==> src/rtl/multicycle_ctrl_pkg.sv <==
// Shared encodings for the multi-cycle MIPS controller: opcodes, FSM states,
// datapath mux selects and the bundled control word.
package mc_pkg;

  localparam logic [5:0] OP_RTYPE = 6'b000000;
  localparam logic [5:0] OP_LW    = 6'b100011;
  localparam logic [5:0] OP_SW    = 6'b101011;
  localparam logic [5:0] OP_BEQ   = 6'b000100;
  localparam logic [5:0] OP_BNE   = 6'b000101;
  localparam logic [5:0] OP_J     = 6'b000010;
  localparam logic [5:0] OP_ADDI  = 6'b001000;

  typedef enum logic [3:0] {
    S_FETCH     = 4'd0,
    S_DECODE    = 4'd1,
    S_MEM_ADDR  = 4'd2,
    S_MEM_READ  = 4'd3,
    S_MEM_WB    = 4'd4,
    S_MEM_WRITE = 4'd5,
    S_R_EXEC    = 4'd6,
    S_ALU_WB    = 4'd7,
    S_BRANCH    = 4'd8,
    S_JUMP      = 4'd9,
    S_ADDI_EXEC = 4'd10,
    S_ADDI_WB   = 4'd11
  } state_t;

  localparam logic [1:0] PCSRC_SEQ = 2'd0;
  localparam logic [1:0] PCSRC_BR  = 2'd1;
  localparam logic [1:0] PCSRC_JMP = 2'd2;

  localparam logic [1:0] ALUB_RT     = 2'd0;
  localparam logic [1:0] ALUB_FOUR   = 2'd1;
  localparam logic [1:0] ALUB_IMM    = 2'd2;
  localparam logic [1:0] ALUB_IMM_SH = 2'd3;

  localparam logic [1:0] ALUOP_ADD   = 2'd0;
  localparam logic [1:0] ALUOP_SUB   = 2'd1;
  localparam logic [1:0] ALUOP_FUNCT = 2'd2;

  typedef struct packed {
    logic       pc_en;
    logic [1:0] pc_src;
    logic       iord;
    logic       mem_read;
    logic       mem_write;
    logic       ir_write;
    logic       reg_write;
    logic       reg_dst;
    logic       mem_to_reg;
    logic       alu_src_a;
    logic [1:0] alu_src_b;
    logic [1:0] alu_op;
    logic       instr_done;
    logic       illegal_op;
  } ctrl_t;

  function automatic logic op_supported(input logic [5:0] op);
    case (op)
      OP_RTYPE, OP_LW, OP_SW, OP_BEQ, OP_BNE, OP_J, OP_ADDI: op_supported = 1'b1;
      default:                                               op_supported = 1'b0;
    endcase
  endfunction

endpackage

==> src/rtl/multicycle_ctrl_if.sv <==
// Memory port handshake between the controller and the shared memory.
interface multicycle_ctrl_if;
  logic mem_read;
  logic mem_write;
  logic iord;
  logic mem_ready;

  modport master (output mem_read, mem_write, iord, input mem_ready);
  modport slave  (input mem_read, mem_write, iord, output mem_ready);
endinterface

==> src/rtl/multicycle_ctrl_out_decode.sv <==
// Combinational control-word decode from the current state; every enable is
// suppressed while the controller is held in reset.
module mc_out_decode
  import mc_pkg::*;
(
  input  state_t     state_i,
  input  logic [5:0] opcode_i,
  input  logic       zero_i,
  input  logic       mem_ready_i,
  input  logic       active_i,
  output ctrl_t      ctrl_o
);

  always_comb begin
    ctrl_o = '0;
    if (active_i) begin
      case (state_i)
        S_FETCH: begin
          ctrl_o.mem_read  = 1'b1;
          ctrl_o.alu_src_b = ALUB_FOUR;
          ctrl_o.ir_write  = mem_ready_i;
          ctrl_o.pc_en     = mem_ready_i;
        end
        S_DECODE: begin
          ctrl_o.alu_src_b = ALUB_IMM_SH;
          if (!op_supported(opcode_i)) begin
            ctrl_o.illegal_op = 1'b1;
            ctrl_o.instr_done = 1'b1;
          end
        end
        S_MEM_ADDR: begin
          ctrl_o.alu_src_a = 1'b1;
          ctrl_o.alu_src_b = ALUB_IMM;
        end
        S_MEM_READ: begin
          ctrl_o.mem_read = 1'b1;
          ctrl_o.iord     = 1'b1;
        end
        S_MEM_WB: begin
          ctrl_o.reg_write  = 1'b1;
          ctrl_o.mem_to_reg = 1'b1;
          ctrl_o.instr_done = 1'b1;
        end
        S_MEM_WRITE: begin
          ctrl_o.mem_write  = 1'b1;
          ctrl_o.iord       = 1'b1;
          ctrl_o.instr_done = mem_ready_i;
        end
        S_R_EXEC: begin
          ctrl_o.alu_src_a = 1'b1;
          ctrl_o.alu_src_b = ALUB_RT;
          ctrl_o.alu_op    = ALUOP_FUNCT;
        end
        S_ALU_WB: begin
          ctrl_o.reg_write  = 1'b1;
          ctrl_o.reg_dst    = 1'b1;
          ctrl_o.instr_done = 1'b1;
        end
        S_BRANCH: begin
          // bne inverts the sense of the zero flag
          ctrl_o.alu_src_a  = 1'b1;
          ctrl_o.alu_op     = ALUOP_SUB;
          ctrl_o.pc_src     = PCSRC_BR;
          ctrl_o.pc_en      = zero_i ^ (opcode_i == OP_BNE);
          ctrl_o.instr_done = 1'b1;
        end
        S_JUMP: begin
          ctrl_o.pc_src     = PCSRC_JMP;
          ctrl_o.pc_en      = 1'b1;
          ctrl_o.instr_done = 1'b1;
        end
        S_ADDI_EXEC: begin
          ctrl_o.alu_src_a = 1'b1;
          ctrl_o.alu_src_b = ALUB_IMM;
        end
        S_ADDI_WB: begin
          ctrl_o.reg_write  = 1'b1;
          ctrl_o.instr_done = 1'b1;
        end
        default: ctrl_o = '0;
      endcase
    end
  end

endmodule

==> src/rtl/multicycle_ctrl.sv <==
// Multi-cycle MIPS control FSM: state register and next-state logic, with the
// control word produced by mc_out_decode.
module multicycle_ctrl
  import mc_pkg::*;
(
  input  logic               clk,
  input  logic               rst_n,
  input  logic [5:0]         opcode_i,
  input  logic               zero_i,
  multicycle_ctrl_if.master  mem,
  output logic               pc_en_o,
  output logic [1:0]         pc_src_o,
  output logic               ir_write_o,
  output logic               reg_write_o,
  output logic               reg_dst_o,
  output logic               mem_to_reg_o,
  output logic               alu_src_a_o,
  output logic [1:0]         alu_src_b_o,
  output logic [1:0]         alu_op_o,
  output logic               instr_done_o,
  output logic               illegal_op_o,
  output logic [3:0]         state_o
);

  state_t state_q, state_d;
  ctrl_t  ctrl;

  // Memory-access states only advance once the handshake completes
  always_comb begin
    state_d = S_FETCH;
    case (state_q)
      S_FETCH:  state_d = mem.mem_ready ? S_DECODE : S_FETCH;
      S_DECODE: begin
        case (opcode_i)
          OP_LW, OP_SW:   state_d = S_MEM_ADDR;
          OP_ADDI:        state_d = S_ADDI_EXEC;
          OP_RTYPE:       state_d = S_R_EXEC;
          OP_BEQ, OP_BNE: state_d = S_BRANCH;
          OP_J:           state_d = S_JUMP;
          default:        state_d = S_FETCH;
        endcase
      end
      S_MEM_ADDR:  state_d = (opcode_i == OP_LW) ? S_MEM_READ : S_MEM_WRITE;
      S_MEM_READ:  state_d = mem.mem_ready ? S_MEM_WB : S_MEM_READ;
      S_MEM_WRITE: state_d = mem.mem_ready ? S_FETCH : S_MEM_WRITE;
      S_R_EXEC:    state_d = S_ALU_WB;
      S_ADDI_EXEC: state_d = S_ADDI_WB;
      default:     state_d = S_FETCH;
    endcase
  end

  always_ff @(posedge clk or negedge rst_n) begin
    if (!rst_n) state_q <= S_FETCH;
    else        state_q <= state_d;
  end

  mc_out_decode u_out_decode (
    .state_i     (state_q),
    .opcode_i    (opcode_i),
    .zero_i      (zero_i),
    .mem_ready_i (mem.mem_ready),
    .active_i    (rst_n),
    .ctrl_o      (ctrl)
  );

  assign mem.mem_read  = ctrl.mem_read;
  assign mem.mem_write = ctrl.mem_write;
  assign mem.iord      = ctrl.iord;
  assign pc_en_o       = ctrl.pc_en;
  assign pc_src_o      = ctrl.pc_src;
  assign ir_write_o    = ctrl.ir_write;
  assign reg_write_o   = ctrl.reg_write;
  assign reg_dst_o     = ctrl.reg_dst;
  assign mem_to_reg_o  = ctrl.mem_to_reg;
  assign alu_src_a_o   = ctrl.alu_src_a;
  assign alu_src_b_o   = ctrl.alu_src_b;
  assign alu_op_o      = ctrl.alu_op;
  assign instr_done_o  = ctrl.instr_done;
  assign illegal_op_o  = ctrl.illegal_op;
  assign state_o       = state_q;

endmodule

==> src/flat_wrapper.sv <==
// flat-port wrapper written by rule: the top's interface ports become plain ports
module multicycle_ctrl_flat import mc_pkg::*;
  (clk, rst_n, opcode_i, zero_i, pc_en_o, pc_src_o, ir_write_o, reg_write_o, reg_dst_o, mem_to_reg_o, alu_src_a_o, alu_src_b_o, alu_op_o, instr_done_o, illegal_op_o, state_o, mem_mem_read, mem_mem_write, mem_iord, mem_mem_ready);
  multicycle_ctrl_if mem_i ();
  input  logic clk;
  input  logic rst_n;
  input  logic [5:0] opcode_i;
  input  logic zero_i;
  output logic pc_en_o;
  output logic [1:0] pc_src_o;
  output logic ir_write_o;
  output logic reg_write_o;
  output logic reg_dst_o;
  output logic mem_to_reg_o;
  output logic alu_src_a_o;
  output logic [1:0] alu_src_b_o;
  output logic [1:0] alu_op_o;
  output logic instr_done_o;
  output logic illegal_op_o;
  output logic [3:0] state_o;
  output wire logic [$bits(mem_i.mem_read)-1:0] mem_mem_read;
  output wire logic [$bits(mem_i.mem_write)-1:0] mem_mem_write;
  output wire logic [$bits(mem_i.iord)-1:0] mem_iord;
  input wire logic [$bits(mem_i.mem_ready)-1:0] mem_mem_ready;
  assign mem_mem_read = mem_i.mem_read;
  assign mem_mem_write = mem_i.mem_write;
  assign mem_iord = mem_i.iord;
  assign mem_i.mem_ready = mem_mem_ready;
  multicycle_ctrl u_core (.clk(clk), .rst_n(rst_n), .opcode_i(opcode_i), .zero_i(zero_i), .mem(mem_i), .pc_en_o(pc_en_o), .pc_src_o(pc_src_o), .ir_write_o(ir_write_o), .reg_write_o(reg_write_o), .reg_dst_o(reg_dst_o), .mem_to_reg_o(mem_to_reg_o), .alu_src_a_o(alu_src_a_o), .alu_src_b_o(alu_src_b_o), .alu_op_o(alu_op_o), .instr_done_o(instr_done_o), .illegal_op_o(illegal_op_o), .state_o(state_o));
endmodule
==> config.mk <==
export PLATFORM = sky130hd
export DESIGN_NAME = multicycle_ctrl_flat
export DESIGN_NICKNAME = d
export VERILOG_FILES = /design/src/rtl/multicycle_ctrl_pkg.sv /design/src/rtl/multicycle_ctrl_if.sv /design/src/rtl/multicycle_ctrl_out_decode.sv /design/src/rtl/multicycle_ctrl.sv /design/src/flat_wrapper.sv
export SDC_FILE = /design/constraint.sdc
export NUM_CORES = 1
export LEC_CHECK = 0
export CORE_MARGIN = 2
export CORE_UTILIZATION = 43
export DETAILED_ROUTE_END_ITERATION = 7
export PLACE_DENSITY = 0.95
export SETUP_SLACK_MARGIN = 0.3
export SYNTH_ARGS = -nofsm -noshare
export SYNTH_HDL_FRONTEND = slang
export SYNTH_HIERARCHICAL = 1
export SYNTH_SLANG_ARGS = --single-unit
==> constraint.sdc <==
create_clock -name clk -period 2.4 [get_ports clk]
set_input_delay 0.48 -clock clk [delete_from_list [all_inputs] [get_ports clk]]
set_output_delay 0.48 -clock clk [all_outputs]
set_load 0.005 [all_outputs]
==> run_results.csv, run 1 <==
group,metric,value,unit
synth,yosysWarnings,6,
routing,detail-route-antenna-nets,0,
power,p_leak,0.683,nW
sta,fin_crit,2.18,ns
cts,cts.sinks,4,
finish,largest_reg_flops,4,
sta,drv_slew,0,
setup_path,crit_arrival,1.70,ns
synth,yosys.cell_count.top_type,"nor2_1",
finish,drive_gt1_share,41.6,%
finish,syn_to_final_growth,97.0,%
flow_run,maxCapViolations,0,
place,globalplace.congestion,0.932,
sta,hold_viol_final,0,
synth,synth_area,671,µm²
synth,ys.flop_type,"dfrtp_1",
power,power_density,681,mW/mm²
sta,tns,0,ns
place,port_buffers,30,
synth,syn_nets,106,
sta,period_share,91.0,%
routing,routedWlPerCell,17.1,µm
sta,fmax,458,MHz
power,p_int,524,µW
synth,ys_top_cells_by_area,"dfrtp_1, nor2_1, nor3_1",
routing,via_per_inst,6.05,
sta,max_slew_margin,63.9,%
power,p_sw_share,41.8,%
floorplan,die-width,43.5,µm
setup_path,path_buf_inv,2,
floorplan,core-area,0.00149,mm²
finish,fin_nets,166,
synth,synth_area_per_cell,6.99,µm²
synth,muxShareOfSynthArea,0,%
floorplan,die-area,0.00189,mm²
routing,drtPass1Iterations,4,
sta,finalClockSkew,0.00128,ns
power,peakVddDrop,0.000493,V
status,status,"finished, final reports clean",
setup_path,path_max_fanout,2,
cts,numCtsBuffers,3,
routing,first_iter_violations,49,
grt,top_usage_layer,"met2",
setup_path,critical_path.cell_chain,"buf_6, maj3_2, o31a_1, o211a_1, a41o_1, buf_2",
synth,synth_edf_count,0,
routing,drc_errors,0,
finish,finalInstanceArea,0.00132,mm²
routing,vias,1028,
floorplan,io_pins,31,
floorplan,rows,14,
routing,wirelength,2900,µm
synth,ys_ff_latch,4,
power,power_frac_seq,11.3,%
synth,async_reset_ff_share,100,%
cts,worstSkewPairLatency,0.24,ns
synth,synth_top_area_share,14.9,%
cts,holdBufCountCts,0,
grt,gr-usage-met1,30.9,%
grt,grt_overflow_total,0,
sta,setup_viol,0,
power,combPwrFrac,79.1,%
setup_path,critPathMaxStageDelay,0.30,ns
power,switchingPower,376,µW
synth,synth_top_area_cell,"dfrtp_1",
synth,ys_seq_area_share,14.9,%
grt,grtUsageMet3,5.42,%
synth,synthTopCellsByCount,"nor2_1, nand2_1, nor3_1",
setup_path,crit_path_start_kind,"input port",
synth,synth_fa_ha_area_share,1.68,%
cts,clockRootBuffer,"clkbuf_4",
cts,cts_tree,"built",
setup_path,critical_path_class,"input port to output port",
setup_path,worst_ep_required_time,1.92,ns
floorplan,start_util,45.0,%
setup_path,slowest_stage,"maj3_2",
finish,fillers,69,
worst_hold_path,min_path_type,"input port to async pin",
setup_path,cp-end-kind,"output port",
synth,synthXorXnorAreaFrac,5.22,%
grt,antenna_found_initial,0,
grt,grt_pass1_vias,907,
synth,synth_top_family_by_area,"simple AND/OR/NAND/NOR gates",
cts,htreeDepth,1,
synth,synth_cells,96,
sta,worstMarginPinSlew,0.527,ns
place,dpl-instance-area,0.00107,mm²
grt,grt_max_degree,19,
sta,hold_slack,0.218,ns
power,clkPwrFrac,9.6,%
grt,grt_pass1_wl,3890,µm
synth,synth-simple-area-share,52.2,%
grt,grt_use_total,27.4,%
floorplan,die_h,43.5,µm
cts,clkTransAtPathRegs,0.04,ns
synth,ys_types,41,
finish,num_antenna_cells,0,
setup_path,cp_top_family,"compound AO/OA/AOI/OAI gates",
grt,grt_use_met2,48.7,%
sta,rsz0062_at_grt,"yes",
synth,synth-compound-area-share,20.0,%
cts,clockBufferDepth,2,
place,place_hpwl,1590,µm
-- power by group through the flow --
stage	Combinational, mW	Clock (mW)	Sequential (mW)
5_1_grt	0.752	0.0941	0.103
2_1_floorplan	0.296	0	0.111
6_report	0.712	0.0860	0.102
4_1_cts	0.617	0.0862	0.101
3_5_place_dp	0.557	0	0.0992
3_3_place_gp	0.536	0	0.0976
-- repair_timing --
| item | in CTS | in global routing |
|---|---|---|
| buffers inserted | 8 | 7 |
| cloned | 1 | 0 |
| pin swaps | 7 | 6 |
| endpoints found under the setup margin | 17 | 9 |
| resized for setup | 57 | 18 |
-- through the flow --
stage          setup slack, ns  std cells  util (%)  total power [mW]
2_1_floorplan            0.494         96         -             0.407
3_3_place_gp            -0.408        151      72.2             0.633
3_5_place_dp            -0.460        151      72.2             0.656
4_1_cts                  0.171        163      82.2             0.804
5_1_grt                  0.204        170      88.7             0.949
6_report                 0.217        170      88.7             0.900
-- final cells by class --
class | instances | area, µm² | area share (%)
inverters | 1 | 3.75 | 0.284
multi-input cells | 84 | 599 | 45.4
well taps | 16 | 20.0 | 1.52
flip-flops and latches | 4 | 101 | 7.67
clock buffers | 3 | 22.5 | 1.70
repair buffers | 62 | 574 | 43.5
-- final timing paths --
kind | slack, ns | to | start | cells past startpoint
setup / recovery | 0.22 | instr_done_o | opcode_i[2] | 6
hold / removal | 0.22 | u_core/state_o[3]$_DFF_PN0_ | rst_n | 2
setup reg to reg | 0.49 | u_core/state_o[2]$_DFF_PN0_ | u_core/state_o[1]$_DFF_PN0_ | 6
hold reg to reg | 0.83 | u_core/state_o[3]$_DFF_PN0_ | u_core/state_o[3]$_DFF_PN0_ | 3
max in group asynchronous | 2.05 | u_core/state_o[3]$_DFF_PN0_ | rst_n | 2
min in group clk | 0.61 | u_core/state_o[0]$_DFF_PN0_ | opcode_i[1] | 3
-- logic make-up after synthesis --
logic type | after synthesis
adder cells (fa/ha/maj) | 1
buffers and inverters | 8
XOR/XNOR | 4
AND/OR/NAND/NOR | 61
AO/OA/AOI/OAI | 18
flip-flops | 4
-- cells in the final DEF, fill, tap and decap left out, drive strengths merged, types with 3 or more instances in the layout --
cell type	n
a21oi	3
and3	3
buf	38
clkbuf	4
clkdlybuf4s50	7
dfrtp	4
dlygate4sd2	11
dlymetal6s2s	4
nand2	9
nand2b	6
nand3	4
nor2	14
nor3	9
o21ai	3
xnor2	3
-- per-layer routing --
layer | wire (µm) | part of all wire, % | vias to the layer above
li1 | - | - | 471
met1 | 1090 | 38 | 491
met2 | 1610 | 55 | 58
met3 | 159 | 5.5 | 8
met4 | 48 | 1.7 | 0
met5 | 0 | 0 | -
(Power assumes the default switching activity.)
==> run 2, diff against run 1 <==
--- a/config.mk
+++ b/config.mk
@@ -6,9 +6,9 @@
 export NUM_CORES = 1
 export LEC_CHECK = 0
 export CORE_MARGIN = 2
-export CORE_UTILIZATION = 43
+export CORE_UTILIZATION = 40
 export DETAILED_ROUTE_END_ITERATION = 7
-export PLACE_DENSITY = 0.95
+export PLACE_DENSITY = 0.9
 export SETUP_SLACK_MARGIN = 0.3
 export SYNTH_ARGS = -nofsm -noshare
 export SYNTH_HDL_FRONTEND = slang
==> constraint.sdc (replaced) <==
create_clock -name clk -period 2.3 [get_ports clk]
set_input_delay 0.46 -clock clk [delete_from_list [all_inputs] [get_ports clk]]
set_output_delay 0.46 -clock clk [all_outputs]
set_load 0.005 [all_outputs]
==> run_results.csv, run 2 (synthesis results as in run 1) <==
group,metric,value,unit
setup_path,reg2reg_slack,0.50,ns
sta,max_slew_margin,69.1,%
grt,grt_use_total,28.6,%
sta,drv_slew,0,
setup_path,path_depth,6,
sta,rsz0062_at_grt,"yes",
finish,layoutNonFillerInstCount,165,
power,p_leak,0.708,nW
setup_path,cp_top_family,"compound AO/OA/AOI/OAI gates",
cts,clockRootBuffer,"clkbuf_4",
setup_path,critical_path.cell_chain,"buf_6, maj3_2, o31a_1, o211a_1, a41o_1, buf_2",
grt,antenna_found_initial,0,
setup_path,reg2regPathDepth,6,
routing,via_per_inst,6.34,
finish,syn_to_final_growth,91.6,%
power,fin_total_pwr,897,µW
setup_path,path_buf_inv,2,
cts,clockBufferDepth,2,
grt,grt_pass1_wl,4160,µm
setup_path,endpoint,"instr_done_o",
place,port_buffers,30,
grt,grt_max_degree,13,
routing,detail-route-antenna-nets,0,
setup_path,cp-end-kind,"output port",
place,place_ws,-0.483,ns
sta,fin_crit,2.11,ns
setup_path,worst_ep_required_time,1.84,ns
routing,routedWlPerCell,18.3,µm
sta,fmax,475,MHz
setup_path,critPathMaxStageDelay,0.30,ns
power,power_density,698,mW/mm²
status,status,"finished, final reports clean",
floorplan,io_pins,31,
flow_run,maxCapViolations,0,
floorplan,die-area,0.00202,mm²
place,dpl-instance-area,0.00110,mm²
finish,layout_commonest_cell,"buf_4",
cts,holdBufCountCts,0,
setup_path,startpoint,"opcode_i[2]",
setup_path,r2r_start,"u_core/state_o[3]$_DFF_PN0_",
routing,first_iter_violations,36,
setup_path,crit_path_start_kind,"input port",
sta,period_share,91.5,%
setup_path,path_max_fanout,3,
grt,grt_pass1_vias,919,
finish,finalInstanceArea,0.00128,mm²
sta,setup_ws,0.195,ns
finish,drive_gt1_share,40.3,%
floorplan,start_util,43.5,%
cts,worstSkewPairLatency,0.24,ns
routing,drtPass1Iterations,4,
setup_path,slowest_stage,"maj3_2",
sta,setup_viol,0,
floorplan,die_h,44.9,µm
cts,numCtsBuffers,3,
place,dp.cells,154,
finish,final_util,83.4,%
floorplan,core-area,0.00154,mm²
setup_path,r2r_end,"u_core/state_o[2]$_DFF_PN0_",
sta,finalClockSkew,0.00584,ns
setup_path,crit_arrival,1.65,ns
sta,hold_slack,0.280,ns
floorplan,rows,14,
routing,vias,1046,
sta,hold_viol_final,0,
grt,grt_overflow_total,0,
finish,fin_nets,161,
cts,htreeDepth,1,
place,place_hpwl,1650,µm
finish,fillers,93,
sta,worstMarginPinSlew,0.452,ns
worst_hold_path,min_path_type,"input port to async pin",
cts,cts_tree,"built",
cts,cts.sinks,4,
floorplan,die-width,44.9,µm
power,peakVddDrop,0.000416,V
place,globalplace.congestion,0.829,
finish,largest_reg_flops,4,
sta,tns,0,ns
finish,final_cell_mix,"buf_4, nor2_1, dlygate4sd2_1, nor3_1, nand2_1",
routing,drc_errors,0,
routing,wirelength,3020,µm
cts,clkTransAtPathRegs,0.04,ns
setup_path,critical_path_class,"input port to output port",
finish,num_antenna_cells,0,
-- run 2: final cells by class --
type	instances	area, µm²	area share (%)
multi-input combinational	84	599	46.6
inverter	1	3.75	0.292
sequential	4	101	7.89
clock buffer	3	22.5	1.75
timing repair buffer	57	538	41.9
tap	16	20.0	1.56
-- run 2: worst min path at each step --
stage | from | endpoint | slack, ns
finish | rst_n | u_core/state_o[0]$_DFF_PN0_ | 0.28
global route | rst_n | u_core/state_o[0]$_DFF_PN0_ | 0.28
CTS | rst_n | u_core/state_o[0]$_DFF_PN0_ | 0.25
detailed placement | u_core/state_o[2]$_DFF_PN0_ | u_core/state_o[3]$_DFF_PN0_ | 0.75
global placement | u_core/state_o[2]$_DFF_PN0_ | u_core/state_o[3]$_DFF_PN0_ | 0.75
floorplan | rst_n | u_core/state_o[0]$_DFF_PN0_ | 0.16
-- run 2: power breakdown --
group / switching (mW) / internal [mW]
clock: 0.0331 / 0.0587
sequential: 0.0232 / 0.0896
combinational: 0.335 / 0.358
-- run 2: routing by layer --
| metal | share of wire (%) | wire length (µm) | up-vias | GRT usage [%] |
|---|---|---|---|---|
| met5 | 0 | 0 | - | 0 |
| met4 | 1.7 | 52 | 0 | 5.29 |
| met3 | 8.5 | 257 | 8 | 6.00 |
| met2 | 53 | 1600 | 78 | 54.3 |
| met1 | 37 | 1120 | 497 | 32.5 |
| li1 | - | - | 463 | - |
-- run 2: what timing repair did --
| action | in CTS | in global routing |
|---|---|---|
| gates resized for setup | 50 | 28 |
| gates cloned | 1 | 0 |
| endpoints found under the setup margin | 18 | 11 |
| pin swaps | 10 | 5 |
| buffers inserted | 7 | 0 |
